$ cat config.mk
export PLATFORM = sky130hd
export DESIGN_NAME = lab2_proc_multi_drop_unit
export DESIGN_NICKNAME = d
export VERILOG_FILES = /design/src/rtl/lab2_proc_multi_drop_unit_pkg.sv /design/src/rtl/lab2_proc_drop_counter.sv /design/src/rtl/lab2_proc_multi_drop_unit.sv
export SDC_FILE = /design/constraint.sdc
export NUM_CORES = 1
export LEC_CHECK = 0
export ABC_AREA = 1
export CORE_MARGIN = 3
export CORE_UTILIZATION = 37
export DETAILED_ROUTE_END_ITERATION = 7
export PLACE_DENSITY = 0.92
export SYNTH_ARGS = -nofsm -noshare
export SYNTH_HDL_FRONTEND = slang
export SYNTH_SLANG_ARGS = --single-unit
$ cat constraint.sdc
create_clock -name clk -period 4.25 [get_ports clk]
set_input_delay 1.0625 -clock clk [delete_from_list [all_inputs] [get_ports clk]]
set_output_delay 1.0625 -clock clk [all_outputs]
set_load 0.05 [all_outputs]
$ cat src/rtl/lab2_proc_multi_drop_unit_pkg.sv
// Shared constants and helpers for the multi-drop unit.
package lab2_proc_multi_drop_unit_pkg;

   // Width of a 4-byte memory response message.
   localparam int unsigned MEM_RESP_4B_NBITS = 47;

   // Bits needed to hold a drop count in the range 0..max_drops.
   function automatic int unsigned drop_cnt_nbits(input int unsigned max_drops);
      return $clog2(max_drops + 1);
   endfunction

endpackage

$ cat src/rtl/lab2_proc_drop_counter.sv
// Saturating up/down counter of outstanding drop requests with sticky overflow.
// eff is the count including this cycle's increment; dec is only asserted
// by the caller when eff is non-zero.
module lab2_proc_drop_counter
   import lab2_proc_multi_drop_unit_pkg::*;
#(
   parameter  int unsigned p_max_drops = 4,
   localparam int unsigned CNT_NBITS   = drop_cnt_nbits(p_max_drops)
)(
   input  logic                 clk,
   input  logic                 reset,
   input  logic                 inc,
   input  logic                 dec,
   output logic [CNT_NBITS-1:0] count,
   output logic [CNT_NBITS:0]   eff,
   output logic                 ovf
);

   localparam logic [CNT_NBITS:0]   MAX_E = (CNT_NBITS+1)'(p_max_drops);
   localparam logic [CNT_NBITS-1:0] MAX_C = CNT_NBITS'(p_max_drops);

   logic [CNT_NBITS-1:0] r_count;
   logic                 r_ovf;
   logic [CNT_NBITS:0]   w_eff_dec;
   logic                 w_sat;

   assign eff       = {1'b0, r_count} + {{CNT_NBITS{1'b0}}, inc};
   assign w_eff_dec = eff - {{CNT_NBITS{1'b0}}, dec};
   assign w_sat     = (eff > MAX_E);

   // Count register: holds at the maximum on overflow, otherwise eff minus discard.
   always_ff @(posedge clk) begin
      if (!reset) begin
         r_count <= '0;
         r_ovf   <= 1'b0;
      end else begin
         r_count <= w_sat ? MAX_C : w_eff_dec[CNT_NBITS-1:0];
         if (w_sat) r_ovf <= 1'b1;
      end
   end

   assign count = r_count;
   assign ovf   = r_ovf;

endmodule

$ cat src/rtl/lab2_proc_multi_drop_unit.sv
// Drop unit between the memory response stream and fetch: discards one
// response per outstanding squash, oldest first, with an optional output pipe.
module lab2_proc_multi_drop_unit
   import lab2_proc_multi_drop_unit_pkg::*;
#(
   parameter  int unsigned p_msg_nbits  = MEM_RESP_4B_NBITS,
   parameter  int unsigned p_max_drops  = 4,
   parameter  int unsigned p_buffered   = 0,
   parameter  int unsigned p_stat_nbits = 16,
   localparam int unsigned CNT_NBITS    = drop_cnt_nbits(p_max_drops)
)(
   input  logic                    clk,
   input  logic                    reset,
   input  logic                    drop,
   input  logic [p_msg_nbits-1:0]  istream_msg,
   input  logic                    istream_val,
   output logic                    istream_rdy,
   output logic [p_msg_nbits-1:0]  ostream_msg,
   output logic                    ostream_val,
   input  logic                    ostream_rdy,
   output logic [CNT_NBITS-1:0]    pending,
   output logic                    drop_ovf,
   output logic [p_stat_nbits-1:0] num_dropped
);

   logic                    w_drop;
   logic                    w_inc;
   logic                    w_dec;
   logic                    w_discard;
   logic                    w_eff_nz;
   logic [CNT_NBITS:0]      w_eff;
   logic [CNT_NBITS-1:0]    w_count;
   logic                    w_ovf;
   logic [p_stat_nbits-1:0] r_num_dropped;

   // Drop pulses are ignored while reset is held.
   assign w_drop   = drop & reset;
   assign w_eff_nz = (w_eff != '0);

   lab2_proc_drop_counter #(.p_max_drops(p_max_drops)) u_cnt (
      .clk   (clk),
      .reset (reset),
      .inc   (w_inc),
      .dec   (w_dec),
      .count (w_count),
      .eff   (w_eff),
      .ovf   (w_ovf)
   );

   generate
      if (p_buffered == 0) begin : g_unbuf
         // Pass-through: while any drop is owed, swallow input and hide output.
         assign w_inc       = w_drop;
         assign w_dec       = reset & istream_val & w_eff_nz;
         assign istream_rdy = reset & (w_eff_nz | ostream_rdy);
         assign ostream_val = reset & istream_val & ~w_eff_nz;
         assign ostream_msg = istream_msg;
         assign w_discard   = w_dec;
      end else begin : g_buf
         logic                   r_buf_v;
         logic [p_msg_nbits-1:0] r_buf_msg;
         logic                   w_deq;
         logic                   w_kill;
         logic                   w_enq;

         // The held entry is the oldest undelivered message, so it absorbs a
         // drop first unless it leaves this cycle.
         assign w_deq       = reset & r_buf_v & ostream_rdy;
         assign w_kill      = w_drop & r_buf_v & ~w_deq;
         assign w_inc       = w_drop & ~w_kill;
         assign w_dec       = reset & istream_val & w_eff_nz;
         assign istream_rdy = reset & (w_eff_nz | ~r_buf_v | w_deq | w_kill);
         assign w_enq       = reset & istream_val & ~w_eff_nz & istream_rdy;
         assign ostream_val = reset & r_buf_v;
         assign ostream_msg = r_buf_msg;
         assign w_discard   = w_dec | w_kill;

         // Output pipe register; a new entry replaces one leaving or killed.
         always_ff @(posedge clk) begin
            if (!reset) begin
               r_buf_v <= 1'b0;
            end else if (w_enq) begin
               r_buf_v   <= 1'b1;
               r_buf_msg <= istream_msg;
            end else if (w_deq | w_kill) begin
               r_buf_v <= 1'b0;
            end
         end
      end
   endgenerate

   // Discard statistics, wrapping naturally at the counter width.
   always_ff @(posedge clk) begin
      if (!reset)         r_num_dropped <= '0;
      else if (w_discard) r_num_dropped <= r_num_dropped + 1'b1;
   end

   assign pending     = w_count;
   assign drop_ovf    = w_ovf;
   assign num_dropped = r_num_dropped;

endmodule

==> impl_metrics.env, run 1 <==
export IMPL_cp_startpoint="reset"
export IMPL_cts_resized=0
export IMPL_p_per_area_nw_per_um2=473
export IMPL_finalCriticalPeriod_ns=3.93
export IMPL_synth_top_family_by_area="simple AND/OR/NAND/NOR gates"
export IMPL_insertion_delay_ns=0.26
export IMPL_synth_edf_count=0
export IMPL_yosys_area_share_simple_pct=30.7
export IMPL_clkPwrFrac_pct=25.5
export IMPL_syn_area_um2=1580
export IMPL_hold_buffers=0
export IMPL_worstPathCellList="clkdlybuf4s50_1, nand2_1, inv_1, ha_1, ha_1, nor2_1, nand2_2, nor2_4, inv_2, nor2_1, buf_12"
export IMPL_vdd_drop_max_v=0.000353
export IMPL_ys_async_sr_fraction_pct=0
export IMPL_r2r_slack_ns=2.27
export IMPL_row_count=23
export IMPL_min_from="u_cnt.ovf"
export IMPL_cp_start_kind="primary input"
export IMPL_crit_type="primary input to output port"
export IMPL_via_per_inst=4.67
export IMPL_netlist_area_leader_share_pct=25.3
export IMPL_dr_pass1_iters=4
export IMPL_critPathArrivalTime_ns=2.86
export IMPL_leakagePower_nw=0.656
export IMPL_wl_um=2790
export IMPL_status="finished clean"
export IMPL_tightest_slew_ns=0.507
export IMPL_wl_per_cell_um=11.0
export IMPL_final_setup_viol_count=0
export IMPL_die_h_um=71.4
export IMPL_p_comb_share_pct=44.1
export IMPL_fmax_ghz=0.255
export IMPL_synth_flop_cell="dfxtp_1"
export IMPL_vias=1192
export IMPL_r2r_start="u_cnt.count[0]"
export IMPL_netSwitchingFraction_pct=41.1
export IMPL_drc_errors=0
export IMPL_synth_distinct_cells=22
export IMPL_portBuffers=26
export IMPL_synth_compound_area_share_pct=7.66
export IMPL_synth_seq_area_share_pct=25.3
export IMPL_cts_tree="built"
export IMPL_synth_mux_area_share_pct=0
export IMPL_syn_avg_cell_area_um2=7.10
export IMPL_root_buffer="clkbuf_8"
export IMPL_crit_family="buffers and inverters"
export IMPL_synthAdderAreaFrac_pct=3.95
export IMPL_rsz0062_at_grt="no"
export IMPL_h_tree_depth=1
export IMPL_worstHoldPathCells=2
export IMPL_synth_area_leaders="dfxtp_1, buf_4, nand2_1"
export IMPL_slew_viol_final=0
export IMPL_cts_sinks=20
export IMPL_cts_buffer_depth=2
export IMPL_switching_power_mw=0.313
export IMPL_final_nets=263
export IMPL_synthTopCellsByCount="buf_4, nand2_1, nor2_1"
export IMPL_dieArea_um2=5100
export IMPL_cts_made_buffers=3
export IMPL_synth_top_area_cell="dfxtp_1"
export IMPL_slew_headroom_pct=66.1
export IMPL_fin_tns_setup_ns=0
export IMPL_core_um2=4060
export IMPL_overflow=0
export IMPL_syn_inst=223
export IMPL_io_pins=121
export IMPL_hold_path_end="u_cnt.ovf"
export IMPL_synth_seq_cells=20
export IMPL_maxCapViolCount=0
export IMPL_dp_hpwl_um=2110
export IMPL_die_x_um=71.4
export IMPL_p_seq_share_pct=30.4
export IMPL_setup_slack_ns=0.325
export IMPL_ant_nets=0
export IMPL_gp_congestion=0.787
export IMPL_synth_warnings=0
export IMPL_holdCritPathClass="register to register"
export IMPL_antenna_found_initial=0
export IMPL_path_max_fanout=3
export IMPL_required_ns=3.19
export IMPL_grt_pass1_wl_um=4840
export IMPL_track_usage_pct=11.7
export IMPL_preCtsSetupSlack_ns=0.314
export IMPL_internal_power_mw=0.449
export IMPL_n_antenna_cell=0
export IMPL_clk_pin_slew_worst_paths_ns=0.08
export IMPL_worstRegToRegCells=10
export IMPL_hold_viol=0
export IMPL_synth_xor_area_share_pct=1.66
export IMPL_post_cts_buffers=0
export IMPL_cp_end_kind="output port"
export IMPL_total_power_mw=0.762
export IMPL_yosysMostFrequentCell="buf_4"
export IMPL_layout_drive_gt1_share_pct=15.6
export IMPL_r2r_end="u_cnt.count[2]"
export IMPL_grt_pass1_vias=1132
export IMPL_fin_skew_ns=0.00621
export IMPL_synth_net_count=280
export IMPL_cp_num_buf_inv=4
export IMPL_syn_to_final_growth_pct=1.74
export IMPL_start_util_pct=39.0
export IMPL_period_share_pct=92.4
export IMPL_initialDrtViolationCount=25
export IMPL_crit_slowest_cell="clkdlybuf4s50_1"
export IMPL_grt_max_degree=23
export IMPL_max_stage_delay_ns=0.43
## routing by layer
layer / GRT usage, % / up-vias / routed length (um) / part of all wire [%]
met1: 13.6 / 543 / 1230 / 44
met3: 3.23 / 8 / 179 / 6.4
met5: 0 / - / 0 / 0
met2: 19.8 / 34 / 1340 / 48
met4: 5.22 / 0 / 40 / 1.4
li1: - / 607 / - / -
## worst min-delay path, cell delays in order, from the launching register on
cell	delay (ns)
dfxtp_1	0.32
o21ai_0	0.08
inv_1	0.05
## layout make-up
class,instances,area [um^2]
clock buffers,3,41.3
inverters,26,97.6
well taps,50,62.6
clock inverters,1,30.0
flip-flops and latches,20,400
repair buffers,28,283
fillers,415,2450
multi-input cells,127,697
## cells in the final DEF (no fill, tap or decap), drive strengths merged
cell           synthesis  final
dfxtp                 20     20
clkbuf                 1      3
xnor2                  1      1
nand2                 48     48
o21ai                  7      7
bufinv                 0      1
inv                   25     25
nor2                  31     31
nor3                   2      2
buf                   49      4
clkdlybuf4s50          0     24
xor2                   2      2
nand3                 16     16
clkinv                 1      1
a21oi                 15     15
ha                     5      5
## worst max-delay path by stage
stage	to	slack, ns	cells past startpoint
final	ostream_val	0.32	11
after global routing	ostream_val	0.15	11
after CTS	ostream_val	0.31	11
after detailed placement	ostream_val	0.31	11
after global placement	ostream_val	0.37	11
after floorplan	ostream_val	0.39	10
## through the flow
| step | util, % | cell area, um^2 | hold WS, ns | cells |
|---|---|---|---|---|
| global route | 39.7 | 1610 | 0.532 | 255 |
| floorplan | - | 1580 | 0.713 | 223 |
| finish | 39.7 | 1610 | 0.481 | 255 |
| detailed placement | 38.0 | 1540 | 0.465 | 251 |
| global placement | 38.0 | 1540 | 0.462 | 251 |
| CTS | 39.7 | 1610 | 0.479 | 255 |
## state kept, by name (all words and copies together), names as in the netlist
signal and count:
num_dropped 16, u_cnt.count 3, u_cnt.ovf 1
## power by group through the flow
stage / sequential [mW] / combinational (mW) / clock [mW]
after CTS: 0.233 / 0.339 / 0.197
after global routing: 0.237 / 0.361 / 0.204
after floorplan: 0.314 / 0.292 / 0
final: 0.232 / 0.336 / 0.194
after global placement: 0.236 / 0.330 / 0
after detailed placement: 0.237 / 0.338 / 0
## logic make-up after synthesis
logic type	after synthesis
xor+xnor	3
flops	20
fa+ha+maj	5
compound gates	22
buf+inv	76
simple gates	97
Note: power is estimated with default switching activity, not from simulation.
==> run 2, diff against run 1 <==
--- a/config.mk
+++ b/config.mk
@@ -6,9 +6,13 @@
 export NUM_CORES = 1
 export LEC_CHECK = 0
 export ABC_AREA = 1
+export CELL_PAD_IN_SITES_DETAIL_PLACEMENT = 1
+export CELL_PAD_IN_SITES_GLOBAL_PLACEMENT = 1
 export CORE_MARGIN = 3
-export CORE_UTILIZATION = 37
+export CORE_UTILIZATION = 24
 export DETAILED_ROUTE_END_ITERATION = 7
+export GPL_TIMING_DRIVEN = 1
+export HOLD_SLACK_MARGIN = 0.1
 export PLACE_DENSITY = 0.92
 export SYNTH_ARGS = -nofsm -noshare
 export SYNTH_HDL_FRONTEND = slang
==> run 2 against run 1 <==
  * Wire length grew 21%
  * Non-clock buffer count stayed put
  * Fmax barely moved
  * Combinational power about the same
  * Utilization shrank 14 points
  * Via count up 2.4%
  * Worst setup slack lost 0.0017 ns
  * Final area hardly changed
  * Critical path type unchanged
  * Largest power group unchanged
==> impl_metrics.env, run 2 (synthesis results as in run 1) <==
export IMPL_preCtsSetupSlack_ns=0.309
export IMPL_critPathArrivalTime_ns=2.86
export IMPL_row_count=28
export IMPL_worstRegToRegCells=10
export IMPL_wl_um=3390
export IMPL_route_met3_wl_um=185
export IMPL_dr_pass1_iters=4
export IMPL_wl_per_cell_um=12.2
export IMPL_cp_end_kind="output port"
export IMPL_vdd_drop_max_v=0.000322
export IMPL_overflow=0
export IMPL_die_x_um=87.2
export IMPL_path_max_fanout=3
export IMPL_via_per_inst=4.38
export IMPL_syn_to_final_growth_pct=1.82
export IMPL_h_tree_depth=1
export IMPL_slew_viol_final=0
export IMPL_required_ns=3.19
export IMPL_gp_congestion=0.744
export IMPL_initialDrtViolationCount=44
export IMPL_final_common_cell="nand2_1"
export IMPL_dieArea_um2=7610
export IMPL_track_usage_pct=9.48
export IMPL_layout_drive_gt1_share_pct=15.2
export IMPL_r2r_start="u_cnt.count[0]"
export IMPL_final_cell_mix="nand2_1, nor2_1, clkdlybuf4s50_1"
export IMPL_drc_errors=0
export IMPL_post_cts_buffers=0
export IMPL_holdCritPathClass="register to register"
export IMPL_cts_sinks=20
export IMPL_core_um2=6170
export IMPL_root_buffer="clkbuf_8"
export IMPL_n_antenna_cell=0
export IMPL_fin_skew_ns=0.00136
export IMPL_grt_max_degree=23
export IMPL_final_setup_viol_count=0
export IMPL_portBuffers=26
export IMPL_leakagePower_nw=0.642
export IMPL_cts_made_buffers=3
export IMPL_met1_length_um=1480
export IMPL_min_from="u_cnt.ovf"
export IMPL_die_h_um=87.2
export IMPL_antenna_found_initial=0
export IMPL_cp_start_kind="primary input"
export IMPL_slew_headroom_pct=65.2
export IMPL_cts_resized=0
export IMPL_start_util_pct=25.7
export IMPL_r2r_end="u_cnt.count[2]"
export IMPL_dp_hpwl_um=2700
export IMPL_topRoutingLayerUsed="met4"
export IMPL_hold_viol=0
export IMPL_fin_tns_setup_ns=0
export IMPL_period_share_pct=92.4
export IMPL_p_per_area_nw_per_um2=434
export IMPL_hold_buffers=0
export IMPL_setup_slack_ns=0.323
export IMPL_status="finished clean"
export IMPL_io_pins=121
export IMPL_vias=1221
export IMPL_fmax_ghz=0.255
export IMPL_grt_pass1_wl_um=5880
export IMPL_hold_path_end="u_cnt.ovf"
export IMPL_rsz0062_at_grt="no"
export IMPL_finalCriticalPeriod_ns=3.93
export IMPL_r2r_slack_ns=2.26
export IMPL_final_nets=263
export IMPL_ant_nets=0
export IMPL_tightest_slew_ns=0.520
export IMPL_largest_register_ffs=16
export IMPL_total_power_mw=0.699
export IMPL_maxCapViolCount=0
export IMPL_post_route_util_pct=26.2
export IMPL_place_area_um2=1570
export IMPL_grt_pass1_vias=1320
export IMPL_worstHoldPathCells=2
export IMPL_cts_tree="built"
export IMPL_clk_pin_slew_worst_paths_ns=0.07
export IMPL_crit_type="primary input to output port"
export IMPL_design_area_um2=1610
export IMPL_cts_buffer_depth=2
export IMPL_dr_wl_met2_um=1710
export IMPL_insertion_delay_ns=0.26
## run 2: cell types whose count changed in the layout (fill, tap and decap cells not counted), sizes merged
cell    delta
bufinv     -1
## run 2: cell type report
cell class / count / area [um^2]
fillers: 785 / 4550
multi-input cells: 127 / 697
flip-flops and latches: 20 / 400
repair buffers: 28 / 283
inverters: 26 / 97.6
well taps: 75 / 93.8
clock buffers: 3 / 41.3
## run 2: critical path, cell delays in order
cell and delay, ns:
clkdlybuf4s50_1 0.44, nand2_1 0.07, inv_1 0.04, ha_1 0.19, ha_1 0.29, nor2_1 0.16, nand2_2 0.09, nor2_4 0.12
inv_2 0.07, nor2_1 0.17, buf_12 0.16
## run 2: worst max path at each step
| stage | start | end | slack, ns | depth (start not counted) |
|---|---|---|---|---|
| 6_report | reset | ostream_val | 0.32 | 11 |
| 2_1_floorplan | reset | ostream_val | 0.39 | 10 |
| 3_3_place_gp | reset | ostream_val | 0.34 | 11 |
| 4_1_cts | reset | ostream_val | 0.30 | 11 |
| 3_5_place_dp | reset | istream_rdy | 0.31 | 12 |
| 5_1_grt | reset | istream_rdy | 0.16 | 12 |
## run 2: where the power goes
| group | internal (mW) | leakage, nW | switching (mW) | total (mW) |
|---|---|---|---|---|
| Clock | 0.0632 | 0.0216 | 0.0636 | 0.127 |
| Sequential | 0.211 | 0.162 | 0.0224 | 0.233 |
| Combinational | 0.113 | 0.459 | 0.227 | 0.339 |
| Total | 0.387 | 0.642 | 0.313 | 0.699 |
## run 2: layer usage
metal	vias to the layer above	GRT usage [%]
met2	33	17.3
li1	604	-
met3	4	2.37
met5	-	0
met1	580	11.1
met4	0	2.09
## run 2: through the flow
step	hold slack, ns	instances
5_1_grt	0.539	279
4_1_cts	0.507	279
6_report	0.503	279
3_3_place_gp	0.481	276
3_5_place_dp	0.479	276
2_1_floorplan	0.713	223
